**src/rtl/minesweeper_pkg.sv**
```systemverilog
// Shared minesweeper definitions.
//  - field_t   : board cell byte layout (MSB first)
//  - MAX_SIZE  : physical board dimension; address = {row[3:0], col[3:0]}
//  - nb_ofs_t / NB_OFS : neighbour offsets (dr, dc) in sweep order k=0..7
//  - state_t   : indicator-calc sweep FSM states
//  - make_adr  : (row, col) -> board memory address
package minesweeper_pkg;

  localparam int MAX_SIZE = 16;

  typedef struct packed {
    logic       mine;
    logic       flag;
    logic       defused;
    logic [3:0] mine_ind;
    logic       rsvd;
  } field_t;

  typedef struct packed {
    logic signed [1:0] dr;
    logic signed [1:0] dc;
  } nb_ofs_t;

  // Row-major sweep of the 3x3 ring, centre excluded.
  localparam nb_ofs_t NB_OFS [8] = '{
    '{2'sb11, 2'sb11}, '{2'sb11, 2'sb00}, '{2'sb11, 2'sb01},
    '{2'sb00, 2'sb11},                    '{2'sb00, 2'sb01},
    '{2'sb01, 2'sb11}, '{2'sb01, 2'sb00}, '{2'sb01, 2'sb01}
  };

  typedef enum logic [3:0] {
    S_IDLE, S_SELF_RD, S_SELF_WT, S_NB_EVAL, S_NB_WT,
    S_WR, S_WR_WT, S_ADV, S_DONE
  } state_t;

  function automatic logic [7:0] make_adr(input logic [3:0] row, input logic [3:0] col);
    return {row, col};
  endfunction

endpackage

```
**src/rtl/wishbone_if.sv**
```systemverilog
// Minimal Wishbone bundle between the indicator-calc master and board memory.
//  master: drives CYC_O, STB_O, WE_O, ADR_O[7:0], DAT_O[7:0]; receives DAT_I[7:0], ACK_I
//  slave : the mirror image
interface wishbone_if;
  logic       CYC_O;
  logic       STB_O;
  logic       WE_O;
  logic [7:0] ADR_O;
  logic [7:0] DAT_O;
  logic [7:0] DAT_I;
  logic       ACK_I;

  modport master (output CYC_O, STB_O, WE_O, ADR_O, DAT_O, input DAT_I, ACK_I);
  modport slave  (input CYC_O, STB_O, WE_O, ADR_O, DAT_O, output DAT_I, ACK_I);
endinterface

```
**src/rtl/nb_addr_gen.sv**
```systemverilog
// Combinational neighbour address generator.
//  row, col  : centre cell
//  k         : neighbour index 0..7 (order from NB_OFS)
//  size      : active board dimension, 1..MAX_SIZE
//  in_bounds : neighbour lies inside the active size x size area
//  adr       : neighbour address (only meaningful when in_bounds)
module nb_addr_gen
  import minesweeper_pkg::*;
(
  input  logic [3:0] row,
  input  logic [3:0] col,
  input  logic [2:0] k,
  input  logic [4:0] size,
  output logic       in_bounds,
  output logic [7:0] adr
);
  nb_ofs_t           ofs;
  logic signed [5:0] nr;
  logic signed [5:0] nc;
  logic signed [5:0] lim;

  // 6-bit signed arithmetic so -1 and 16 are both representable.
  always_comb begin
    ofs       = NB_OFS[k];
    lim       = $signed({1'b0, size});
    nr        = $signed({2'b00, row}) + $signed({{4{ofs.dr[1]}}, ofs.dr});
    nc        = $signed({2'b00, col}) + $signed({{4{ofs.dc[1]}}, ofs.dc});
    in_bounds = !nr[5] && !nc[5] && (nr < lim) && (nc < lim);
    adr       = make_adr(nr[3:0], nc[3:0]);
  end

endmodule

```
**src/rtl/board_indicator_calc.sv**
```systemverilog
// Board indicator calculator: Wishbone writing master that sweeps the active
// board and writes each cell's neighbour-mine count into its mine_ind field.
//  clk, rst   : clock, synchronous active-high reset
//  start      : one-cycle pulse, accepted only in IDLE
//  board_size : active rows/cols, latched at start (0 -> 1, >MAX_SIZE -> MAX_SIZE)
//  busy       : high from the cycle after an accepted start through the done cycle
//  done       : one-cycle pulse at end of sweep (normal or aborted)
//  err        : valid with done; 1 = aborted on ACK timeout, held until next start
//  wb         : Wishbone master port to board memory
module board_indicator_calc
  import minesweeper_pkg::*;
#(
  parameter int MAX_SIZE    = minesweeper_pkg::MAX_SIZE,
  parameter int ACK_TIMEOUT = 15
)(
  input  logic       clk,
  input  logic       rst,
  input  logic       start,
  input  logic [4:0] board_size,
  output logic       busy,
  output logic       done,
  output logic       err,
  wishbone_if.master wb
);
  localparam int WAIT_W = $clog2(ACK_TIMEOUT + 1);

  state_t            state_q, state_d;
  logic [3:0]        row_q, row_d;
  logic [3:0]        col_q, col_d;
  logic [2:0]        k_q, k_d;
  logic [3:0]        cnt_q, cnt_d;
  field_t            self_q, self_d;
  logic [4:0]        size_q, size_d;
  logic [WAIT_W-1:0] wait_q, wait_d;
  logic              err_q, err_d;

  logic [4:0]        size_in;
  logic [4:0]        last;
  logic              nb_in;
  logic [7:0]        nb_adr;
  logic              is_wt;
  logic              timeout;
  logic              stb, we;
  logic [7:0]        adr, dat;
  field_t            wr_fld;

  nb_addr_gen u_nb (
    .row       (row_q),
    .col       (col_q),
    .k         (k_q),
    .size      (size_q),
    .in_bounds (nb_in),
    .adr       (nb_adr)
  );

  always_comb begin
    size_in = board_size;
    if (board_size == 5'd0)                size_in = 5'd1;
    else if (board_size > 5'(MAX_SIZE))    size_in = 5'(MAX_SIZE);
  end

  always_comb begin
    state_d = state_q;
    row_d   = row_q;
    col_d   = col_q;
    k_d     = k_q;
    cnt_d   = cnt_q;
    self_d  = self_q;
    size_d  = size_q;
    wait_d  = wait_q;
    err_d   = err_q;
    stb     = 1'b0;
    we      = 1'b0;
    adr     = 8'h00;
    dat     = 8'h00;
    last    = size_q - 5'd1;
    wr_fld  = self_q;
    wr_fld.mine_ind = cnt_q;
    is_wt   = (state_q == S_SELF_WT) || (state_q == S_NB_WT) || (state_q == S_WR_WT);
    timeout = (wait_q == WAIT_W'(ACK_TIMEOUT - 1));

    unique case (state_q)
      S_IDLE: if (start) begin
        size_d  = size_in;
        row_d   = 4'd0;
        col_d   = 4'd0;
        err_d   = 1'b0;
        state_d = S_SELF_RD;
      end
      S_SELF_RD: begin
        stb     = 1'b1;
        adr     = make_adr(row_q, col_q);
        wait_d  = '0;
        state_d = S_SELF_WT;
      end
      S_SELF_WT: if (wb.ACK_I) begin
        self_d  = field_t'(wb.DAT_I);
        cnt_d   = 4'd0;
        k_d     = 3'd0;
        state_d = S_NB_EVAL;
      end
      S_NB_EVAL: begin
        if (nb_in) begin
          stb     = 1'b1;
          adr     = nb_adr;
          wait_d  = '0;
          state_d = S_NB_WT;
        end else begin
          // Out-of-bounds neighbour: one idle cycle, no bus access.
          k_d = k_q + 3'd1;
          if (k_q == 3'd7) state_d = S_WR;
        end
      end
      S_NB_WT: if (wb.ACK_I) begin
        cnt_d   = cnt_q + {3'b000, wb.DAT_I[7]};
        k_d     = k_q + 3'd1;
        state_d = (k_q == 3'd7) ? S_WR : S_NB_EVAL;
      end
      S_WR: begin
        stb     = 1'b1;
        we      = 1'b1;
        adr     = make_adr(row_q, col_q);
        dat     = wr_fld;
        wait_d  = '0;
        state_d = S_WR_WT;
      end
      S_WR_WT: if (wb.ACK_I) state_d = S_ADV;
      S_ADV: begin
        if ({1'b0, col_q} == last) begin
          col_d = 4'd0;
          if ({1'b0, row_q} == last) state_d = S_DONE;
          else begin
            row_d   = row_q + 4'd1;
            state_d = S_SELF_RD;
          end
        end else begin
          col_d   = col_q + 4'd1;
          state_d = S_SELF_RD;
        end
      end
      S_DONE:  state_d = S_IDLE;
      default: state_d = S_IDLE;
    endcase

    // Shared ACK watchdog for every wait state; abort goes through DONE
    // so the done pulse and CYC drop happen the same way as a normal end.
    if (is_wt && !wb.ACK_I) begin
      if (timeout) begin
        err_d   = 1'b1;
        state_d = S_DONE;
      end else begin
        wait_d = wait_q + WAIT_W'(1);
      end
    end
  end

  always_ff @(posedge clk) begin
    if (rst) begin
      state_q <= S_IDLE;
      row_q   <= '0;
      col_q   <= '0;
      k_q     <= '0;
      cnt_q   <= '0;
      self_q  <= '0;
      size_q  <= 5'd1;
      wait_q  <= '0;
      err_q   <= 1'b0;
    end else begin
      state_q <= state_d;
      row_q   <= row_d;
      col_q   <= col_d;
      k_q     <= k_d;
      cnt_q   <= cnt_d;
      self_q  <= self_d;
      size_q  <= size_d;
      wait_q  <= wait_d;
      err_q   <= err_d;
    end
  end

  assign busy     = (state_q != S_IDLE);
  assign done     = (state_q == S_DONE);
  assign err      = err_q;
  assign wb.CYC_O = (state_q != S_IDLE) && (state_q != S_DONE);
  assign wb.STB_O = stb;
  assign wb.WE_O  = we;
  assign wb.ADR_O = adr;
  assign wb.DAT_O = dat;

endmodule

```
**src/flat_wrapper.sv**
```systemverilog
// flat-port wrapper written by rule: the top's interface ports become plain ports
module board_indicator_calc_flat import minesweeper_pkg::*;
#(
  parameter int MAX_SIZE    = minesweeper_pkg::MAX_SIZE,
  parameter int ACK_TIMEOUT = 15
)
  (clk, rst, start, board_size, busy, done, err, wb_CYC_O, wb_STB_O, wb_WE_O, wb_ADR_O, wb_DAT_O, wb_DAT_I, wb_ACK_I);
  wishbone_if wb_i ();
  input  logic clk;
  input  logic rst;
  input  logic start;
  input  logic [4:0] board_size;
  output logic busy;
  output logic done;
  output logic err;
  output wire logic [$bits(wb_i.CYC_O)-1:0] wb_CYC_O;
  output wire logic [$bits(wb_i.STB_O)-1:0] wb_STB_O;
  output wire logic [$bits(wb_i.WE_O)-1:0] wb_WE_O;
  output wire logic [$bits(wb_i.ADR_O)-1:0] wb_ADR_O;
  output wire logic [$bits(wb_i.DAT_O)-1:0] wb_DAT_O;
  input wire logic [$bits(wb_i.DAT_I)-1:0] wb_DAT_I;
  input wire logic [$bits(wb_i.ACK_I)-1:0] wb_ACK_I;
  assign wb_CYC_O = wb_i.CYC_O;
  assign wb_STB_O = wb_i.STB_O;
  assign wb_WE_O = wb_i.WE_O;
  assign wb_ADR_O = wb_i.ADR_O;
  assign wb_DAT_O = wb_i.DAT_O;
  assign wb_i.DAT_I = wb_DAT_I;
  assign wb_i.ACK_I = wb_ACK_I;
  board_indicator_calc #(.MAX_SIZE(MAX_SIZE), .ACK_TIMEOUT(ACK_TIMEOUT)) u_core (.clk(clk), .rst(rst), .start(start), .board_size(board_size), .busy(busy), .done(done), .err(err), .wb(wb_i));
endmodule
```
**config.mk**
```make
export PLATFORM = sky130hd
export DESIGN_NAME = board_indicator_calc_flat
export DESIGN_NICKNAME = d
export VERILOG_FILES = /design/src/rtl/minesweeper_pkg.sv /design/src/rtl/wishbone_if.sv /design/src/rtl/nb_addr_gen.sv /design/src/rtl/board_indicator_calc.sv /design/src/flat_wrapper.sv
export SDC_FILE = /design/constraint.sdc
export NUM_CORES = 1
export LEC_CHECK = 0
export BUFFER_PORTS_ARGS = -buffer_cell sky130_fd_sc_hd__buf_4
export CAP_MARGIN = 20
export CORE_UTILIZATION = 49
export CTS_BUF_LIST = sky130_fd_sc_hd__clkbuf_16
export CTS_CLUSTER_DIAMETER = 200
export DETAILED_ROUTE_END_ITERATION = 12
export GPL_ROUTABILITY_DRIVEN = 0
export PLACE_DENSITY = 0.73
export REMOVE_ABC_BUFFERS = 1
export SLEW_MARGIN = 10
export SYNTH_ARGS = -nofsm -noshare
export SYNTH_HDL_FRONTEND = slang
export SYNTH_SLANG_ARGS = --single-unit
```
**constraint.sdc**
```tcl
create_clock -name clk -period 4.1 [get_ports clk]
set_input_delay 0.82 -clock clk [delete_from_list [all_inputs] [get_ports clk]]
set_output_delay 0.82 -clock clk [all_outputs]
set_load 0.1 [all_outputs]
```
==> summary.md <==
| Metric | Value |
|---|---|
| Global routing usage on met1 | 26.6% |
| Failing checks | negative setup slack |
| Mapped Cells | 323 |
| Detailed-route wire length | 6550 um |
| IO buf count | 34 |
| RSZ-0062 raised after global routing | true |
| Initial antenna violation count | 0 |
| Clk_skew | 3.81 ps |
| WL/cell | 14.6 um |
| Sw Ratio | 30.4% |
| Worst-case reg-to-reg path depth | 19 |
| Register Area | 668 um^2 |
| Pwr dens | 248 nW/um^2 |
| Core footprint | 5200 um^2 |
| Ys Warns | 0 |
| Clock power share | 38.1% |
| Hold Violations, Final | 0 |
| Estimated wirelength of the detail-placed design | 4530 um |
| Hold Crit Depth | 2 |
| Critical Path RT | 3280 ps |
| Die H | 76.1 um |
| Worst-margin pin slew | 833 ps |
| H-Tree Depth | 2 |
| Share of the synthesized area in the top cell type | 24.5% |
| Hold Crit Class | reg -> reg |
| Crit share post-route | 104% |
| Initial Util | 51.7% |
| CTS root buf | clkbuf_16 |
| Worst skew pair latency | 270 ps |
| Met3 usage | 4.07% |
| Cell area after layout | 3610 um^2 |
| XOR/XNOR Fraction of Synth Area | 8.46% |
| Io pins | 39 |
| Initial drt markers | 119 |
| Setup TNS Final | -1360 ps |
| Vias in the first global route | 2366 |
| Synth area leader | dfxtp_1 |
| Max Freq | 233 MHz |
| Post-synth EDFFs | 0 |
| CTS Buf Count | 5 |
| Comb power frac | 23.5% |
| Async set-or-reset flop fraction in the synthesized netlist | 0% |
| Final design utilization | 69.4% |
| Share of layout cells above drive strength 1 | 27.5% |
| Worst reg-to-reg setup slack | 610 ps |
| FP Rows | 26 |
| Final hold slack | 448 ps |
| Synth cell types | 53 |
| Pint | 0.622 mW |
| Fill count | 412 |
| Max transition margin | 44.2% |
| Drt pass-1 iters | 4 |
| Final WS setup | -183 ps |
| Sequential share of the synthesized area | 24.5% |
| GR Layer Usage met2 | 40.7% |
| Area fraction in compound gates after synthesis | 13.7% |
| # clock sinks | 33 |
| Status | finished, violations left |
| Net Switching | 0.272 mW |
| Simple-gate area share of the yosys netlist | 28.5% |
| Clock period minus worst slack | 4280 ps |
| Die width | 76.1 um |
| GR Overflow Total | 0 |
| Max clock buf depth | 2 |
| Total track usage | 22.6% |
| Critical Path Start Type | flip-flop |
| Non-Filler Instances | 448 |
| Largest net degree at the start of global routing | 40 |
| Leak | 1.42 nW |
| Dpl cell area | 3100 um^2 |
| Arrival @ worst endpoint | 3460 ps |
| Number of synthesized register bits | 33 |
| DR vias/cell | 5.54 |
| Fin. max-slew vios | 0 |
| Vias after detailed routing | 2484 |
| Post-placement cell count | 432 |
| CP max FO | 8 |
| Diode count | 0 |
| Crit end category | output port |
| Ys flop type | dfxtp_1 |
| Final routed DRC violation total | 0 |
| Synth-to-Final Area Change | 34.1% |
| Final net count | 430 |
| Share of synthesized area spent on multiplexers | 3.44% |
| Critical path class | reg -> out |
| Largest family of logic cells by synthesized area | simple AND/OR/NAND/NOR gates |
| Die Area | 5800 um^2 |
| Maximum vdd drop | 0.189 mV |
| Final setup fails | 9 |
| GRT busiest layer | met2 |
| Worst-path clk slew | 50 ps |
| First-pass GRT wire length | 10600 um |
| Final ANT Viol Nets | 0 |
| Largest cells by area after synthesis | dfxtp_1 (25%), ha_1 (15%), a21oi_1 (4.6%) |
| Syn Area/Cell | 8.34 um^2 |
| Flop pwr share | 38.4% |
| Max Cap Violations | 0 |
| Footprint of the multi-input gates | 2090 um^2 |
| Synth Area in Adders | 16.8% |
| CTS tree | done |
| Mapped Area | 2690 um^2 |
-- path summary, 6_finish.rpt --
check,startpoint,end
setup / recovery,u_core.k_q[0],wb_ADR_O[1]
hold / removal,u_core.self_q[7],u_core.self_q[7]
setup reg to reg,u_core.k_q[0],u_core.k_q[0]
hold reg to reg,u_core.self_q[7],u_core.self_q[7]
-- kinds of logic after synthesis --
kind of cell | after synthesis
XOR/XNOR | 22
multiplexers | 9
adder cells (fa/ha/maj) | 35
flip-flops | 33
AO/OA/AOI/OAI | 58
AND/OR/NAND/NOR | 136
buffers and inverters | 30
-- Yosys cell counts (6+ instances only) --
library cell	instances
dfxtp_1	33
ha_1	33
nor2_1	30
nand2_1	28
a21oi_1	25
inv_1	20
nand3_1	14
xnor2_1	14
and2_1	11
a22o_1	8
nand2b_1	8
nor3b_1	8
clkbuf_1	7
mux2i_1	7
nor3_1	6
o21ai_0	6
-- layout make-up --
type	instances	share of cell area [%]
Timing Repair Buffer	58	15.4
Clock buffer	5	3.47
Clock inverter	2	0.208
Inverter	20	2.22
Tap cell	70	2.43
Multi-Input combinational cell	260	57.8
Sequential cell	33	18.5
-- placed cells by master (no fill, tap or decap), types with 9 or more instances in the layout --
cell     Yosys  routed
and2_1      11      11
xnor2_1     14      14
buf_4        0      47
nand3_1     14      14
nor2_1      30      30
buf_12       0       9
inv_1       20      17
a21oi_1     25      22
ha_1        33      25
dfxtp_1     33      31
nand2_1     28      28
-- what timing repair did --
action,CTS,global route
endpoints found under the setup margin,9,9
gates resized for setup,45,23
pin swaps,9,21
buffers inserted,4,6
hold buffers,0,0
-- routing by layer --
layer | share of wire (%) | vias up
li1 | - | 1241
met1 | 43 | 1190
met2 | 52 | 42
met3 | 3.6 | 11
met4 | 1.7 | 0
met5 | 0 | -
-- stage by stage --
| stage | setup WS, ps | total power, mW |
|---|---|---|
| finish | -183 | 0.894 |
| global route | -355 | 0.934 |
| CTS | -205 | 0.898 |
| detailed placement | -172 | 0.547 |
| global placement | -93.4 | 0.543 |
| floorplan | -1040 | 0.495 |
-- power groups by stage --
stage	Clock, mW	Combinational (mW)	Sequential (mW)
6_report	0.341	0.210	0.343
5_1_grt	0.362	0.228	0.344
4_1_cts	0.349	0.206	0.343
2_1_floorplan	0	0.149	0.346
3_3_place_gp	0	0.194	0.349
3_5_place_dp	0	0.197	0.350
-- registers in the layout (all words and copies together), names as in the netlist, 3 cells and up --
signal	cells
u_core.size_q	5
u_core.wait_q	4
u_core.k_q	3
u_core.cnt_q	4
u_core.row_q	4
u_core.self_q	4
u_core.state_q	4
u_core.col_q	4
-- worst max-delay path, cell delays in order, from the launching register on --
cell and delay (ps):
dfxtp_4 360, buf_4 150, ha_1 190, nor2b_1 140, a21oi_2 50, buf_4 170
ha_4 230, a21oi_4 120, nor2b_1 60, nor2_1 120, xor2_1 260, ha_1 300
o211ai_1 110, o21ai_1 100, nand4b_4 190, nor2_4 110, buf_6 150, a22o_1 190
buf_12 180
No activity file was read; power rests on OpenSTA's default activity.
